[src/rtl/pipe_event_monitor.sv]
`default_nettype none
// ============================================================================
// Module   : pipe_event_monitor
// Purpose  : Event counters for the 5-stage MIPS pipeline. Counts enabled
//            cycles, RAW hazards against EX and MEM, ID stalls, EX flushes,
//            stores and stuck-PC entries. It also tracks the longest stall
//            run and raises a sticky stuck-PC flag. Counters are read
//            through a registered address/data port.
// Ports    : clk, rst (async, active-high), en (count enable), clr (sync
//            clear); regwriteE/writeregE, regwriteM/writeregM, rsD/rtD,
//            stallD, flushE, memwriteM, pcF (observed datapath);
//            rd_en/rd_addr -> rd_data/rd_valid (one-cycle read);
//            raw_pulse (RAW seen last cycle); stuck (sticky stuck-PC flag).
// Revision : 1.0 - initial release
// ============================================================================
module pipe_event_monitor #(
  parameter int CNT_W       = 32,
  parameter int PC_W        = 32,
  parameter int STUCK_LIMIT = 8,
  parameter int SATURATE    = 1
) (
  input  logic             clk,
  input  logic             rst,
  input  logic             en,
  input  logic             clr,
  input  logic             regwriteE,
  input  logic [4:0]       writeregE,
  input  logic             regwriteM,
  input  logic [4:0]       writeregM,
  input  logic [4:0]       rsD,
  input  logic [4:0]       rtD,
  input  logic             stallD,
  input  logic             flushE,
  input  logic             memwriteM,
  input  logic [PC_W-1:0]  pcF,
  input  logic             rd_en,
  input  logic [2:0]       rd_addr,
  output logic [CNT_W-1:0] rd_data,
  output logic             rd_valid,
  output logic             raw_pulse,
  output logic             stuck
);

  localparam int                C_SC_W     = $clog2(STUCK_LIMIT + 1);
  localparam logic [C_SC_W-1:0] C_LIMIT    = C_SC_W'(STUCK_LIMIT);
  localparam logic [C_SC_W-1:0] C_LIMIT_M1 = C_SC_W'(STUCK_LIMIT - 1);
  localparam logic [C_SC_W-1:0] C_SC_ONE   = C_SC_W'(1);
  localparam logic [CNT_W-1:0]  C_CNT_ONE  = CNT_W'(1);
  localparam logic [CNT_W-1:0]  C_CNT_MAX  = {CNT_W{1'b1}};

  logic [CNT_W-1:0]  cnt_q [8];
  logic [CNT_W-1:0]  cnt_d [8];
  logic [CNT_W-1:0]  stall_run_q, stall_run_d;
  logic [C_SC_W-1:0] same_cnt_q, same_cnt_d;
  logic              stuck_q, stuck_d;
  logic              raw_pulse_q;
  logic [CNT_W-1:0]  rd_data_q;
  logic              rd_valid_q;
  logic [PC_W-1:0]   pc_prev_q;

  logic              raw_e;
  logic              raw_m;
  logic              pc_same;
  logic              stuck_entry;
  logic [6:0]        ev;
  logic [CNT_W-1:0]  run_inc;

  // A match on either source counts once; register 0 never creates a hazard.
  assign raw_e = regwriteE && (writeregE != 5'd0) &&
                 ((rsD == writeregE) || (rtD == writeregE));
  assign raw_m = regwriteM && (writeregM != 5'd0) &&
                 ((rsD == writeregM) || (rtD == writeregM));

  assign pc_same = (pcF == pc_prev_q);

  // Entry fires only on the LIMIT-1 -> LIMIT step, so a PC that stays stuck
  // is counted once until the PC moves and the run restarts.
  assign stuck_entry = en && pc_same && !stallD && (same_cnt_q == C_LIMIT_M1);

  // Event vector indexed by counter number (counter 7 is handled separately).
  assign ev = {stuck_entry, memwriteM, flushE, stallD, raw_m, raw_e, 1'b1};

  function automatic logic [CNT_W-1:0] bump(input logic [CNT_W-1:0] v);
    if ((SATURATE != 0) && (v == C_CNT_MAX)) begin
      return v;
    end
    return v + C_CNT_ONE;
  endfunction

  always_comb begin
    cnt_d       = cnt_q;
    stall_run_d = stall_run_q;
    same_cnt_d  = same_cnt_q;
    stuck_d     = stuck_q;
    run_inc     = (stall_run_q == C_CNT_MAX) ? stall_run_q : stall_run_q + C_CNT_ONE;

    if (clr) begin
      for (int i = 0; i < 8; i++) begin
        cnt_d[i] = '0;
      end
      stall_run_d = '0;
      same_cnt_d  = '0;
      stuck_d     = 1'b0;
    end else if (en) begin
      for (int i = 0; i < 7; i++) begin
        if (ev[i]) begin
          cnt_d[i] = bump(cnt_q[i]);
        end
      end

      if (stallD) begin
        stall_run_d = run_inc;
        if (run_inc > cnt_q[7]) begin
          cnt_d[7] = run_inc;
        end
      end else begin
        stall_run_d = '0;
      end

      // A stalled pipeline legitimately repeats the PC, so it neither
      // advances nor resets the repeat count.
      if (!pc_same) begin
        same_cnt_d = '0;
      end else if (!stallD && (same_cnt_q != C_LIMIT)) begin
        same_cnt_d = same_cnt_q + C_SC_ONE;
      end

      if (stuck_entry) begin
        stuck_d = 1'b1;
      end
    end
  end

  always_ff @(posedge clk or posedge rst) begin
    if (rst) begin
      for (int i = 0; i < 8; i++) begin
        cnt_q[i] <= '0;
      end
      stall_run_q <= '0;
      same_cnt_q  <= '0;
      stuck_q     <= 1'b0;
      raw_pulse_q <= 1'b0;
      rd_data_q   <= '0;
      rd_valid_q  <= 1'b0;
      pc_prev_q   <= '0;
    end else begin
      cnt_q       <= cnt_d;
      stall_run_q <= stall_run_d;
      same_cnt_q  <= same_cnt_d;
      stuck_q     <= stuck_d;
      raw_pulse_q <= en & (raw_e | raw_m);
      pc_prev_q   <= pcF;
      // Reads see the value held before this edge's update or clear.
      if (rd_en) begin
        rd_data_q  <= cnt_q[rd_addr];
        rd_valid_q <= 1'b1;
      end else begin
        rd_valid_q <= 1'b0;
      end
    end
  end

  assign rd_data   = rd_data_q;
  assign rd_valid  = rd_valid_q;
  assign raw_pulse = raw_pulse_q;
  assign stuck     = stuck_q;

endmodule
`default_nettype wire

[config.mk]
export PLATFORM = sky130hd
export DESIGN_NAME = pipe_event_monitor
export DESIGN_NICKNAME = d
export VERILOG_FILES = /design/src/rtl/pipe_event_monitor.sv
export SDC_FILE = /design/constraint.sdc
export NUM_CORES = 1
export LEC_CHECK = 0
export CORE_MARGIN = 3
export CORE_UTILIZATION = 34
export CTS_BUF_LIST = sky130_fd_sc_hd__clkbuf_4 sky130_fd_sc_hd__clkbuf_8 sky130_fd_sc_hd__clkbuf_16
export DETAILED_ROUTE_END_ITERATION = 10
export MAX_ROUTING_LAYER = met4
export PLACE_DENSITY = 0.49
export SLEW_MARGIN = 20
export SYNTH_ARGS = -nofsm -noshare
export SYNTH_HDL_FRONTEND = slang
export SYNTH_SLANG_ARGS = --single-unit
[constraint.sdc]
create_clock -name clk -period 26.5 [get_ports clk]
set_input_delay 5.3 -clock clk [delete_from_list [all_inputs] [get_ports clk]]
set_output_delay 5.3 -clock clk [all_outputs]
set_load 0.01 [all_outputs]
==> results.rst, run 1 <==
.. list-table::
   :header-rows: 1

   * - Metric
     - Value
   * - Run status
     - completed
   * - Post-route antenna net violation count
     - 0
   * - Multiplexer share of the synthesized area
     - 9.643%
   * - Routability-driven placement congestion ratio
     - ~0.87
   * - Clock Skew
     - 0.01584 ns
   * - Pwr dens
     - ~55 nW/um2
   * - Combinational family with the most area after synthesis
     - simple AND/OR/NAND/NOR gates
   * - Count of cell types in the netlist
     - 72
   * - Count of inserted antenna diode cells
     - 0
   * - Hold EP
     - rd_data[17]
   * - TritonCTS buffer count
     - 45
   * - Post-layout minimum cycle time
     - around 8.1 ns
   * - Count of cells along the worst hold path
     - 2
   * - Number of filler instances in the final layout
     - ~5.8k
   * - Endpoints failing hold
     - 0
   * - Reg-to-Reg Start
     - stall_run_q[16]
   * - Number of vias per cell after detailed routing
     - approximately 5.6
   * - Critical Path Source Type
     - input port
   * - Area inside the core boundary
     - between 50000 and 60000 um2
   * - Share of final-layout standard cells stronger than drive strength 1
     - roughly a tenth
   * - Number of DRC markers in iteration 0
     - roughly 1.4k
   * - Post-synth EDFFs
     - 0
   * - Nets
     - between 2k and 2.5k
   * - Worst hold-check path type
     - reg2reg
   * - Final TNS setup
     - 0 ns
   * - Endpoint class of the critical path
     - flop
   * - Worst-case register-to-register setup slack
     - approximately 22 ns
   * - Depth of the CTS H-tree
     - 2
   * - Timing-limited maximum frequency
     - 122.8 MHz
   * - Gate count of the mapped netlist
     - between 2k and 2.5k
   * - Ys async rst share
     - between 90% and 100%
   * - Pre-Repair DR Iteration Count
     - 5
   * - Crit-path max FO
     - 22
   * - Start point of the worst hold path
     - rd_data[17]
   * - Max VDD drop
     - approximately 0.040 mV
   * - Unrepaired setup endpoints after global routing
     - no
   * - Final cycle utilization of the critical path
     - 30.74%
   * - Synth Net Count
     - roughly 2.2k
   * - Quantity of hold-fixing buffers added after cts
     - 0
   * - Avg WL per Cell
     - between 20 and 25 um
   * - Count of synthesis-stage warnings from yosys
     - 0
   * - Worst Tran Pin Value
     - approximately 1.2 ns
   * - Sequential share of the synthesized area
     - between 40% and 50%
   * - Slowest cell delay on critical path
     - between 0.9 and 1 ns
   * - Vias post-DR
     - 16.46k
   * - CTS sink count
     - ~360
   * - Horiz. Die Dim
     - about 250 um
   * - Number of placed I/O pins
     - 100
   * - Count of input and output buffers
     - 99
   * - Number of resized instances in the post-cts repair step
     - 0
   * - Clock insertion delay at the later pin of the skew report
     - 0.58 ns
   * - Overall die area
     - approximately 63000 um2
   * - Worst Path Arrival
     - 8.58 ns
   * - Basic-gate share of the synthesized area counting and, or, nand and nor cells
     - about 22%
   * - Count of endpoints failing setup in the final report
     - 0
   * - Worst Path Required
     - 26.93 ns
   * - Clock Path Buffers
     - 3
   * - Ys flop type
     - sky130_fd_sc_hd__dfrtp_1
   * - Die Height
     - ~250 um
   * - Synth Register Bits
     - 359
   * - Total non-filler cell area in the finished layout
     - 23700 um2
   * - Grt total ovfl
     - 0
   * - Crit path max-delay cell type
     - sky130_fd_sc_hd__nand4_1
   * - Post-synthesis adder-cell area fraction
     - around 2.6%
   * - Post-detailed-placement half-perimeter wirelength
     - 45040 um
   * - Crit path buf inv count
     - 1
   * - Relative slew slack
     - between 20% and 30%
   * - Number of placed cells counting well taps
     - between 2k and 3k
   * - Max-cap viol count
     - 0
   * - Final worst-path setup slack
     - roughly 18 ns
   * - Family with the most delay on the worst path
     - simple AND/OR/NAND/NOR gates
   * - Clock-pin transition on the worst setup and hold timing paths
     - ~0.050 ns
   * - Floorplan row count
     - around 90
   * - Setup bufs post-CTS
     - 0
   * - Combined global-route utilization of all metal layers
     - between 20% and 30%
   * - Wire length of the first global-routing pass
     - between 90000 and 100000 um
   * - Share of the synthesized netlist area taken by xor and xnor gates
     - under 10%
   * - Total routed wirelength
     - 62100 um
   * - Maximum number of pins on one net before global-route repair
     - 89
   * - Worst-case setup slack after placement
     - between 15 and 20 ns
   * - Post-route insts no fill
     - between 2k and 3k
   * - Average footprint of a synthesized cell
     - roughly 9.8 um2
   * - Critical setup path kind
     - in2reg
   * - Starting density of the core
     - 34.58%
   * - Number of remaining DRC errors
     - 0
   * - Number of max-slew violations in the final report
     - 0
   * - Area of the mapped netlist
     - 20530 um2
   * - Depth of the most critical reg-to-reg path
     - 14
   * - Area after DPL
     - 22210 um2
   * - Via count of the first global-routing pass
     - between 15k and 20k
   * - TritonCTS clock tree
     - yes
   * - Worst-path cell chain
     - clkdlybuf4s50_1, xnor2_1, nand4_1, nor4_1, nand4_1, nor4_1, xnor2_1, nor2_1
   * - Worst r2r dst
     - cnt_q[0]
   * - Synthesized-area fraction occupied by ao, oa, aoi and oai cells
     - under 10%
   * - Lkg Pwr
     - around 9.5 nW
   * - Antenna violations before repair
     - 3
   * - CTS Root Cell
     - sky130_fd_sc_hd__clkbuf_16
   * - Post-synthesis to final-layout area growth
     - 15.44%
-- routing by layer --
layer | track usage, % | up-vias | wire, um
li1 | - | 7697 | -
met1 | 28.95 | 8216 | 29560
met2 | 29.53 | 471 | 27180
met3 | 3.845 | 77 | 4034
met4 | 4.641 | 0 | 1321
met5 | - | - | 0
-- per-stage QoR --
step	util [%]	hold WS (ns)	power [mW]
floorplan	-	0.4652	0.6587
global placement	37.42	0.5052	0.7060
detailed placement	37.42	0.5145	0.7077
CTS	39.91	0.5274	1.332
global route	39.92	0.5577	1.367
finish	39.92	0.5216	1.309
-- layout by cell type (no fill, tap or decap), drive strengths merged, types with 18 or more instances in the layout --
| cell | synthesis | final |
|---|---|---|
| dfrtp | 359 | 359 |
| nor2 | 296 | 296 |
| xnor2 | 156 | 156 |
| nand2 | 129 | 129 |
| nand4 | 100 | 100 |
| a21oi | 96 | 96 |
| clkdlybuf4s50 | 0 | 94 |
| nand3 | 92 | 92 |
| xor2 | 78 | 78 |
| inv | 73 | 75 |
| mux4 | 64 | 64 |
| clkbuf | 77 | 64 |
| nor3 | 60 | 60 |
| o21ai | 60 | 60 |
| ha | 42 | 42 |
| mux2i | 41 | 41 |
| nor4 | 38 | 38 |
| or3 | 36 | 36 |
| and4 | 35 | 35 |
| and3 | 33 | 33 |
| a211oi | 31 | 31 |
| buf | 26 | 25 |
| and2 | 20 | 20 |
| a22o | 19 | 19 |
| or4 | 19 | 19 |
| o31ai | 18 | 18 |
-- where the power goes --
group	switching [mW]	internal, mW
Combinational	0.0742	0.0492
Clock	0.247	0.366
Sequential	0.0106	0.562
-- synth_stat cells, types with 34 or more instances --
master                     count  area [um2]
sky130_fd_sc_hd__xnor2_1     156        1366
sky130_fd_sc_hd__clkbuf_1     75       281.5
sky130_fd_sc_hd__nand3_1      91       455.4
sky130_fd_sc_hd__ha_1         42       525.5
sky130_fd_sc_hd__mux4_2       63        1419
sky130_fd_sc_hd__a21oi_1      96       480.5
sky130_fd_sc_hd__nand2_1     129       484.2
sky130_fd_sc_hd__nor2_1      296        1111
sky130_fd_sc_hd__mux2i_1      41       410.4
sky130_fd_sc_hd__xor2_1       78       683.2
sky130_fd_sc_hd__o21ai_0      60       300.3
sky130_fd_sc_hd__nor4_1       36       225.2
sky130_fd_sc_hd__and4_1       34       297.8
sky130_fd_sc_hd__inv_1        73       274.0
sky130_fd_sc_hd__nand4_1      98       613.1
sky130_fd_sc_hd__or3_1        35       219.0
sky130_fd_sc_hd__dfrtp_1     359        8984
sky130_fd_sc_hd__nor3_1       60       300.3
-- area by class of cell --
cell class	count	area [um2]	area share, %
Multi-Input combinational cell	1559	10840	45.76
Sequential cell	359	8984	37.91
Clock buffer	63	1359	5.734
Timing Repair Buffer	120	1139	4.805
Tap cell	773	967.2	4.082
Inverter	74	285.3	1.204
Clock inverter	16	118.9	0.5016
-- tightest hold or removal path, delay by kind of cell, from the launching register on --
kind | cells | cell delay, ns
and+or+nand+nor | 1 | 0.04
DFF | 1 | 0.34
AOI/OAI and AO/OA | 1 | 0.10
-- worst max-delay path by stage --
stage,to,slack [ns],depth (start not counted),startpoint
2_1_floorplan,cnt_q[0],11.24,1,rst
3_3_place_gp,cnt_q[48],17.66,8,pcF[14]
3_5_place_dp,cnt_q[52],17.65,8,pcF[14]
4_1_cts,cnt_q[52],18.23,8,pcF[14]
5_1_grt,cnt_q[48],18.02,8,pcF[6]
6_report,cnt_q[52],18.35,8,pcF[14]
-- sequential cells by signal, indices dropped and copies added, names as in the netlist --
signal,flops
rd_data,32
raw_pulse,1
same_cnt_q,4
pc_prev_q,32
cnt_q,256
rd_valid,1
stuck,1
stall_run_q,32
-- logic make-up after synthesis --
kind of cell | after synthesis
simple gates | 893
flops | 359
compound gates | 274
xor+xnor | 234
buf+inv | 178
mux | 116
fa+ha+maj | 42
Power figures use the tool's default switching activity.
==> inputs of run 2 (changes only) <==
Clock period 26.5 ns to 8 ns, I/O delays scaled along.
==> run 2 against run 1 <==
Against the previous run: global-route usage increased by 0.087 points; largest power group unchanged; final cell count about the same; clock skew increased by 0.0040 ns.
==> results.rst, run 2 (synthesis gave the netlist of run 1 again) <==
.. list-table::
   :header-rows: 1

   * - Metric
     - Value
   * - Number of resized instances in the post-cts repair step
     - 0 (unchanged)
   * - Starting density of the core
     - 34.58% (unchanged)
   * - Post-route antenna net violation count
     - 0 (unchanged)
   * - Sequential standard cell area
     - 8984 um2 (unchanged)
   * - Vias post-DR
     - 16.43k (-0.16%)
   * - Pre-Repair DR Iteration Count
     - 7 (+2)
   * - Total routed wirelength
     - 62710 um (+0.98%)
   * - Endpoints failing hold
     - 0 (unchanged)
   * - Number of placed I/O pins
     - 100 (unchanged)
   * - Critical setup path kind
     - reg2reg
   * - Max-cap viol count
     - 0 (unchanged)
   * - Worst-path cell chain
     - and4_1, and4_1, a21oi_1, and4_1, xor2_1, ha_1, a21oi_1, nand2_1, a221o_1, o311a_1, o211ai_1, buf_4, nor2_1, a211oi_1
   * - Final TNS setup
     - 0 ns (unchanged)
   * - Number of DRC markers in iteration 0
     - 1348 (-2.9%)
   * - Maximum number of pins on one net before global-route repair
     - 162 (+82%)
   * - Overall die area
     - 63360 um2 (unchanged)
   * - Worst hold-check path type
     - reg2reg
   * - Max VDD drop
     - 0.1170 mV (+190%)
   * - Largest register by flop count
     - cnt_q
   * - Unrepaired setup endpoints after global routing
     - no
   * - Area inside the core boundary
     - 59350 um2 (unchanged)
   * - Clock-pin transition on the worst setup and hold timing paths
     - 0.06 ns (about the same)
   * - Post-layout minimum cycle time
     - 4.767 ns
   * - Number of vias per cell after detailed routing
     - 5.543 (-0.20%)
   * - Final cycle utilization of the critical path
     - 59.58%
   * - Worst Tran Pin Value
     - 1.106 ns (-0.04911 ns)
   * - Count of endpoints failing setup in the final report
     - 0 (unchanged)
   * - Pwr dens
     - 183.8 nW/um2 (+230%)
   * - Lkg Pwr
     - 9.458 nW (about the same)
   * - Crit path max-delay cell type
     - sky130_fd_sc_hd__a21oi_1
   * - Post-detailed-placement half-perimeter wirelength
     - 44890 um (-0.34%)
   * - Via count of the first global-routing pass
     - 15.86k (-0.71%)
   * - Quantity of hold-fixing buffers added after cts
     - 0 (unchanged)
   * - Antenna violations before repair
     - 4 (+1)
   * - Worst-case setup slack after placement
     - 3.002 ns (-14.65 ns)
   * - Total area of multi-input combinational cells
     - 10840 um2 (about the same)
   * - TritonCTS buffer count
     - 44 (-2.2%)
   * - CTS Root Cell
     - sky130_fd_sc_hd__clkbuf_16
   * - Die Height
     - 251.7 um (unchanged)
   * - Horiz. Die Dim
     - 251.7 um (unchanged)
   * - Floorplan row count
     - 89 (unchanged)
   * - Nets
     - 2264 (-0.088%)
   * - Cell with the most instances on the worst path
     - sky130_fd_sc_hd__and4_1
   * - Family with the most delay on the worst path
     - compound AO/OA/AOI/OAI gates
   * - Combined global-route utilization of all metal layers
     - 20.25% (+0.087 points)
   * - Core Util, Final
     - 39.95% (about the same)
   * - Wire length of the first global-routing pass
     - 96900 um (+0.39%)
   * - Depth of the CTS H-tree
     - 2 (unchanged)
   * - Commonest non-fill, non-tap cell in the layout
     - sky130_fd_sc_hd__dfrtp_1
   * - TritonCTS clock tree
     - yes
   * - Highest-count cells in the layout ignoring fill and taps
     - sky130_fd_sc_hd__dfrtp_1 (359), sky130_fd_sc_hd__nor2_1 (294), sky130_fd_sc_hd__xnor2_1 (156)
   * - Final worst-path setup slack
     - 3.233 ns (-15.12 ns)
   * - Slowest cell delay on critical path
     - 0.54 ns (-0.37 ns)
   * - Crit-path max FO
     - 56 (+150%)
   * - Worst Path Arrival
     - 5.23 ns (-3.35 ns)
   * - Final Hold Slack
     - 0.5191 ns (-0.002500 ns)
   * - Timing-limited maximum frequency
     - approximately 210 MHz
   * - Post-synthesis to final-layout area growth
     - 15.51% (about the same)
   * - Number of remaining DRC errors
     - 0 (unchanged)
   * - Endpoint class of the critical path
     - flop
   * - Worst Path Required
     - 8.46 ns (-18.47 ns)
   * - Number of max-slew violations in the final report
     - 0 (unchanged)
   * - Setup bufs post-CTS
     - 0 (unchanged)
   * - Number of flip-flops in the largest register
     - 256 (unchanged)
   * - Crit path buf inv count
     - 1 (unchanged)
   * - Count of input and output buffers
     - 99 (unchanged)
   * - Share of final-layout standard cells stronger than drive strength 1
     - 9.585% (-0.046 points)
   * - Routability-driven placement congestion ratio
     - 0.8555 (-2.2%)
   * - Grt total ovfl
     - 0 (unchanged)
   * - Critical Path Source Type
     - flop
   * - Clock Skew
     - 0.01982 ns (+0.003978 ns)
   * - Clock insertion delay at the later pin of the skew report
     - 0.58 ns (about the same)
   * - Avg WL per Cell
     - 21.15 um (+0.94%)
   * - CTS sink count
     - 359 (unchanged)
   * - Number of filler instances in the final layout
     - 5794 (+0.28%)
   * - Clock Path Buffers
     - 3 (unchanged)
   * - Run status
     - completed
   * - Relative slew slack
     - 25.95% (+3.3 points)
   * - Tot Pwr
     - 4.358 mW (+230%)
[run 2: cell types whose count changed in the layout (fill, tap and decap cells not counted), sizes merged]
| cell | previous run | this run |
|---|---|---|
| inv | 75 | 74 |
| bufinv | 1 | 2 |
| diode | 0 | 1 |
| buf | 25 | 24 |
| clkbuf | 64 | 69 |
| clkinv | 13 | 6 |
| clkinvlp | 1 | 4 |
[run 2: routing by layer]
layer,vias to the layer above,GRT usage [%],part of all wire [%]
met5,-,-,0
met4,0,5.685,2.5
met3,91,3.278,5.5
met2,443,29.11,43
met1,8199,29.50,49
li1,7701,-,-
[run 2: area by class of cell]
type                    instances  share of cell area [%]
multi-input cells            1559                   45.71
flip-flops and latches        359                   37.89
clock buffers                  68                   5.715
repair buffers                119                   4.876
well taps                     773                   4.079
inverters                      74                   1.187
clock inverters                12                  0.5277
diodes                          1                 0.01055
[run 2: where the power goes]
group	internal, mW	switching [mW]	leakage [nW]
Sequential	1.86	0.0363	4.88
Combinational	0.164	0.247	3.83
Clock	1.23	0.818	0.741
[run 2: through the flow]
stage	std cells	cell area, um2
6_report	2965	23710
5_1_grt	2965	23710
4_1_cts	2963	23680
3_5_place_dp	2883	22200
3_3_place_gp	2883	22200
2_1_floorplan	2096	20530
[run 2: path summary, 6_finish.rpt]
kind / start / cells after the start / slack, ns / to
worst max-delay path: stall_run_q[13] / 14 / 3.23 / cnt_q[27]
worst min-delay path: stall_run_q[31] / 1 / 0.52 / stall_run_q[31]
worst max register to register: stall_run_q[13] / 14 / 3.23 / cnt_q[27]
worst min register to register: stall_run_q[31] / 1 / 0.52 / stall_run_q[31]
max in group asynchronous: rst / 4 / 5.20 / stall_run_q[22]
min in group asynchronous: rst / 2 / 1.37 / cnt_q[175]
==> inputs of run 3 (changes only) <==
Settings changed: PLACE_DENSITY 0.49 to 0.51.
Clock period 8 ns to 4.1 ns, I/O delays scaled along.
==> run 3 against run 2 <==
Against the previous run: cell area is 2.7% higher; critical path type unchanged; fmax is 23% higher; critical endpoint is now cnt_q[0]; sequential share of layout area is 0.98 points lower; critical path depth is 2 higher; largest power group unchanged; die area stayed put; largest cell class unchanged; final cell count is 1.9% higher; combinational power is 110% higher; count of clock-buffer cells in the layout is 3 lower; power is 97% higher; wire length is 0.21% lower; worst setup slack worse by 3.0 ns.
==> results.rst, run 3 (synthesis gave the netlist of run 1 again) <==
.. list-table::
   :header-rows: 1

   * - Metric
     - Value
   * - Share of final-layout standard cells stronger than drive strength 1
     - 13.08% (+3.5 points)
   * - Worst-case register-to-register setup slack
     - 0.21 ns (-3.02 ns)
   * - Number of DRC markers in iteration 0
     - 1365 (+1.3%)
   * - Max VDD drop
     - 0.3468 mV (+200%)
   * - Pre-Repair DR Iteration Count
     - 5 (-2)
   * - Slowest cell delay on critical path
     - 0.42 ns (-0.12 ns)
   * - Endpoints failing hold
     - 0 (unchanged)
   * - Worst Tran Pin Value
     - 0.8970 ns (-0.2089 ns)
   * - Max-cap viol count
     - 0 (unchanged)
   * - Final TNS setup
     - 0 ns (unchanged)
   * - Count of cells along the worst hold path
     - 1 (unchanged)
   * - Lkg Pwr
     - 9.797 nW (+3.6%)
   * - Number of vias per cell after detailed routing
     - 5.544 (about the same)
   * - Area inside the core boundary
     - 59350 um2 (unchanged)
   * - Worst r2r dst
     - cnt_q[0]
   * - Worst-case setup slack after placement
     - 0.001259 ns (-3.000 ns)
   * - Nets
     - 2326 (+2.7%)
   * - Post-layout minimum cycle time
     - 3.889 ns (-0.8773 ns)
   * - Post-route insts no fill
     - 3020 (+1.9%)
   * - Via count of the first global-routing pass
     - 16.62k (+4.8%)
   * - Commonest non-fill, non-tap cell in the layout
     - sky130_fd_sc_hd__dfrtp_1
   * - Post-detailed-placement half-perimeter wirelength
     - 45950 um (+2.4%)
   * - Count of endpoints failing setup in the final report
     - 0 (unchanged)
   * - Count of inserted antenna diode cells
     - 0 (-1)
   * - Pwr dens
     - 353.2 nW/um2 (+92%)
   * - Count of input and output buffers
     - 99 (unchanged)
   * - Number of remaining DRC errors
     - 0 (unchanged)
   * - Vias post-DR
     - 16.74k (+1.9%)
   * - Crit-path max FO
     - 9 (-84%)
   * - Largest register by flop count
     - cnt_q
   * - Number of max-slew violations in the final report
     - 0 (unchanged)
   * - Starting density of the core
     - 34.58% (unchanged)
   * - Floorplan row count
     - 89 (unchanged)
   * - Worst Path Required
     - 4.59 ns (-3.87 ns)
   * - Maximum number of pins on one net before global-route repair
     - 81 (-50%)
   * - Clock insertion delay at the later pin of the skew report
     - 0.59 ns (about the same)
   * - Core Util, Final
     - 41.02% (+1.1 points)
   * - CTS sink count
     - 359 (unchanged)
   * - Tot Pwr
     - 8.599 mW (+97%)
   * - Horiz. Die Dim
     - 251.7 um (unchanged)
   * - Clock Path Buffers
     - 3 (unchanged)
   * - Highest-count cells in the layout ignoring fill and taps
     - sky130_fd_sc_hd__dfrtp_1 (357), sky130_fd_sc_hd__nor2_1 (293), sky130_fd_sc_hd__xnor2_1 (154)
   * - Reg-to-Reg Start
     - stall_run_q[18]
   * - Timing-limited maximum frequency
     - 257.1 MHz (+23%)
   * - Unrepaired setup endpoints after global routing
     - yes
   * - Routability-driven placement congestion ratio
     - 0.8806 (+2.9%)
   * - Post-route antenna net violation count
     - 0 (unchanged)
   * - Relative slew slack
     - 40.20% (+14 points)
   * - Clock-pin transition on the worst setup and hold timing paths
     - 0.05 ns (about the same)
   * - Number of filler instances in the final layout
     - 5811 (+0.29%)
   * - Hold EP
     - stall_run_q[30]
   * - Endpoint class of the critical path
     - flop
   * - Antenna violations before repair
     - 1 (-3)
   * - Sequential standard cell area
     - 8986 um2 (about the same)
   * - Die Height
     - 251.7 um (unchanged)
   * - Number of placed cells counting well taps
     - 2940 (+2.0%)
   * - Critical setup path kind
     - reg2reg
   * - Run status
     - completed
   * - Number of flip-flops in the largest register
     - 256 (unchanged)
   * - Depth of the most critical reg-to-reg path
     - 16 (+2)
   * - Post-synthesis to final-layout area growth
     - 18.60%
   * - Grt total ovfl
     - 0 (unchanged)
   * - Final Hold Slack
     - 0.5136 ns (-0.005500 ns)
   * - Overall die area
     - 63360 um2 (unchanged)
   * - TritonCTS clock tree
     - yes
   * - Worst hold-check path type
     - reg2reg
   * - Final cycle utilization of the critical path
     - 94.86% (+35 points)
   * - Worst Path Arrival
     - 4.38 ns (-0.85 ns)
   * - CTS Root Cell
     - sky130_fd_sc_hd__clkbuf_16
   * - Crit path max-delay cell type
     - sky130_fd_sc_hd__dfrtp_1
   * - TritonCTS buffer count
     - 45 (+2.3%)
   * - Total routed wirelength
     - 62580 um (-0.21%)
   * - Combined global-route utilization of all metal layers
     - 20.44% (+0.19 points)
   * - Area after DPL
     - 22690 um2 (+2.2%)
   * - Total non-filler cell area in the finished layout
     - 24350 um2 (+2.7%)
   * - Final worst-path setup slack
     - 0.2106 ns (-3.023 ns)
   * - Total area of multi-input combinational cells
     - 10980 um2 (+1.3%)
   * - Cell with the most instances on the worst path
     - sky130_fd_sc_hd__buf_4
   * - Number of placed I/O pins
     - 100 (unchanged)
   * - Start point of the worst hold path
     - stall_run_q[30]
   * - Depth of the CTS H-tree
     - 2 (unchanged)
   * - Worst-path cell chain
     - and4_2, and4_4, a31oi_4, buf_4, nand4_1, xnor2_2, ha_1, nand4_1, nor4_2, a21boi_0, o311a_1, o211ai_1, buf_4, buf_4, or2_2, a21oi_1
   * - Clock Skew
     - 0.02865 ns (+0.008825 ns)
   * - Avg WL per Cell
     - 20.72 um (-2.0%)
   * - Wire length of the first global-routing pass
     - 98590 um (+1.7%)
   * - Critical Path Source Type
     - flop
run 3: cell count changes in the layout (fill, tap and decap cells not counted), moves of 4 or more:
cell,delta
sky130_fd_sc_hd__nor3_1,-5
sky130_fd_sc_hd__buf_12,+4
sky130_fd_sc_hd__and4_1,-7
sky130_fd_sc_hd__clkbuf_4,-5
sky130_fd_sc_hd__buf_4,+58
sky130_fd_sc_hd__nor3_2,+5
sky130_fd_sc_hd__and4_2,+5
run 3: repair_timing:
item	in CTS	in global routing
setup buffers	0	4
hold buffers	0	0
pin swaps	0	3
resized for setup	2	32
endpoints found under the hold margin	0	0
setup endpoints to repair	8	32
gates cloned	0	0
run 3: cell type report:
class | count | share of cell area, %
Clock buffer | 65 | 5.571
Clock inverter | 10 | 0.4780
Inverter | 74 | 1.156
Multi-Input combinational cell | 1559 | 45.09
Sequential cell | 359 | 36.91
Tap cell | 773 | 3.973
Timing Repair Buffer | 180 | 6.820
run 3: report_power, final:
group | switching, mW | internal [mW] | total, mW | leakage, nW
Combinational | 0.506 | 0.374 | 0.880 | 4.18
Clock | 1.61 | 2.41 | 4.02 | 0.735
Sequential | 0.0703 | 3.63 | 3.70 | 4.88
Total | 2.19 | 6.41 | 8.60 | 9.80
run 3: critical path: cells and delay by family (launching register included):
family / cells / cell delay (ns)
AOI/OAI and AO/OA: 5 / 0.91
xor gates and xnor gates: 1 / 0.18
adders and majority gates: 1 / 0.33
buffers and inverters: 3 / 0.53
DFF: 1 / 0.42
and+or+nand+nor: 6 / 1.43
run 3: how the worst max path moves through the flow:
stage / from / end
final: stall_run_q[18] / cnt_q[0]
after global routing: stall_run_q[18] / cnt_q[3]
after CTS: stall_run_q[17] / cnt_q[0]
after detailed placement: stall_run_q[18] / cnt_q[31]
after global placement: stall_run_q[9] / cnt_q[0]
after floorplan: rst / cnt_q[0]
run 3: metal layers:
layer	up-vias	share of wire, %	track usage (%)
li1	7794	-	-
met1	8410	47	28.52
met2	444	45	30.44
met3	95	6.2	4.350
met4	0	2.3	5.022
met5	-	0	-
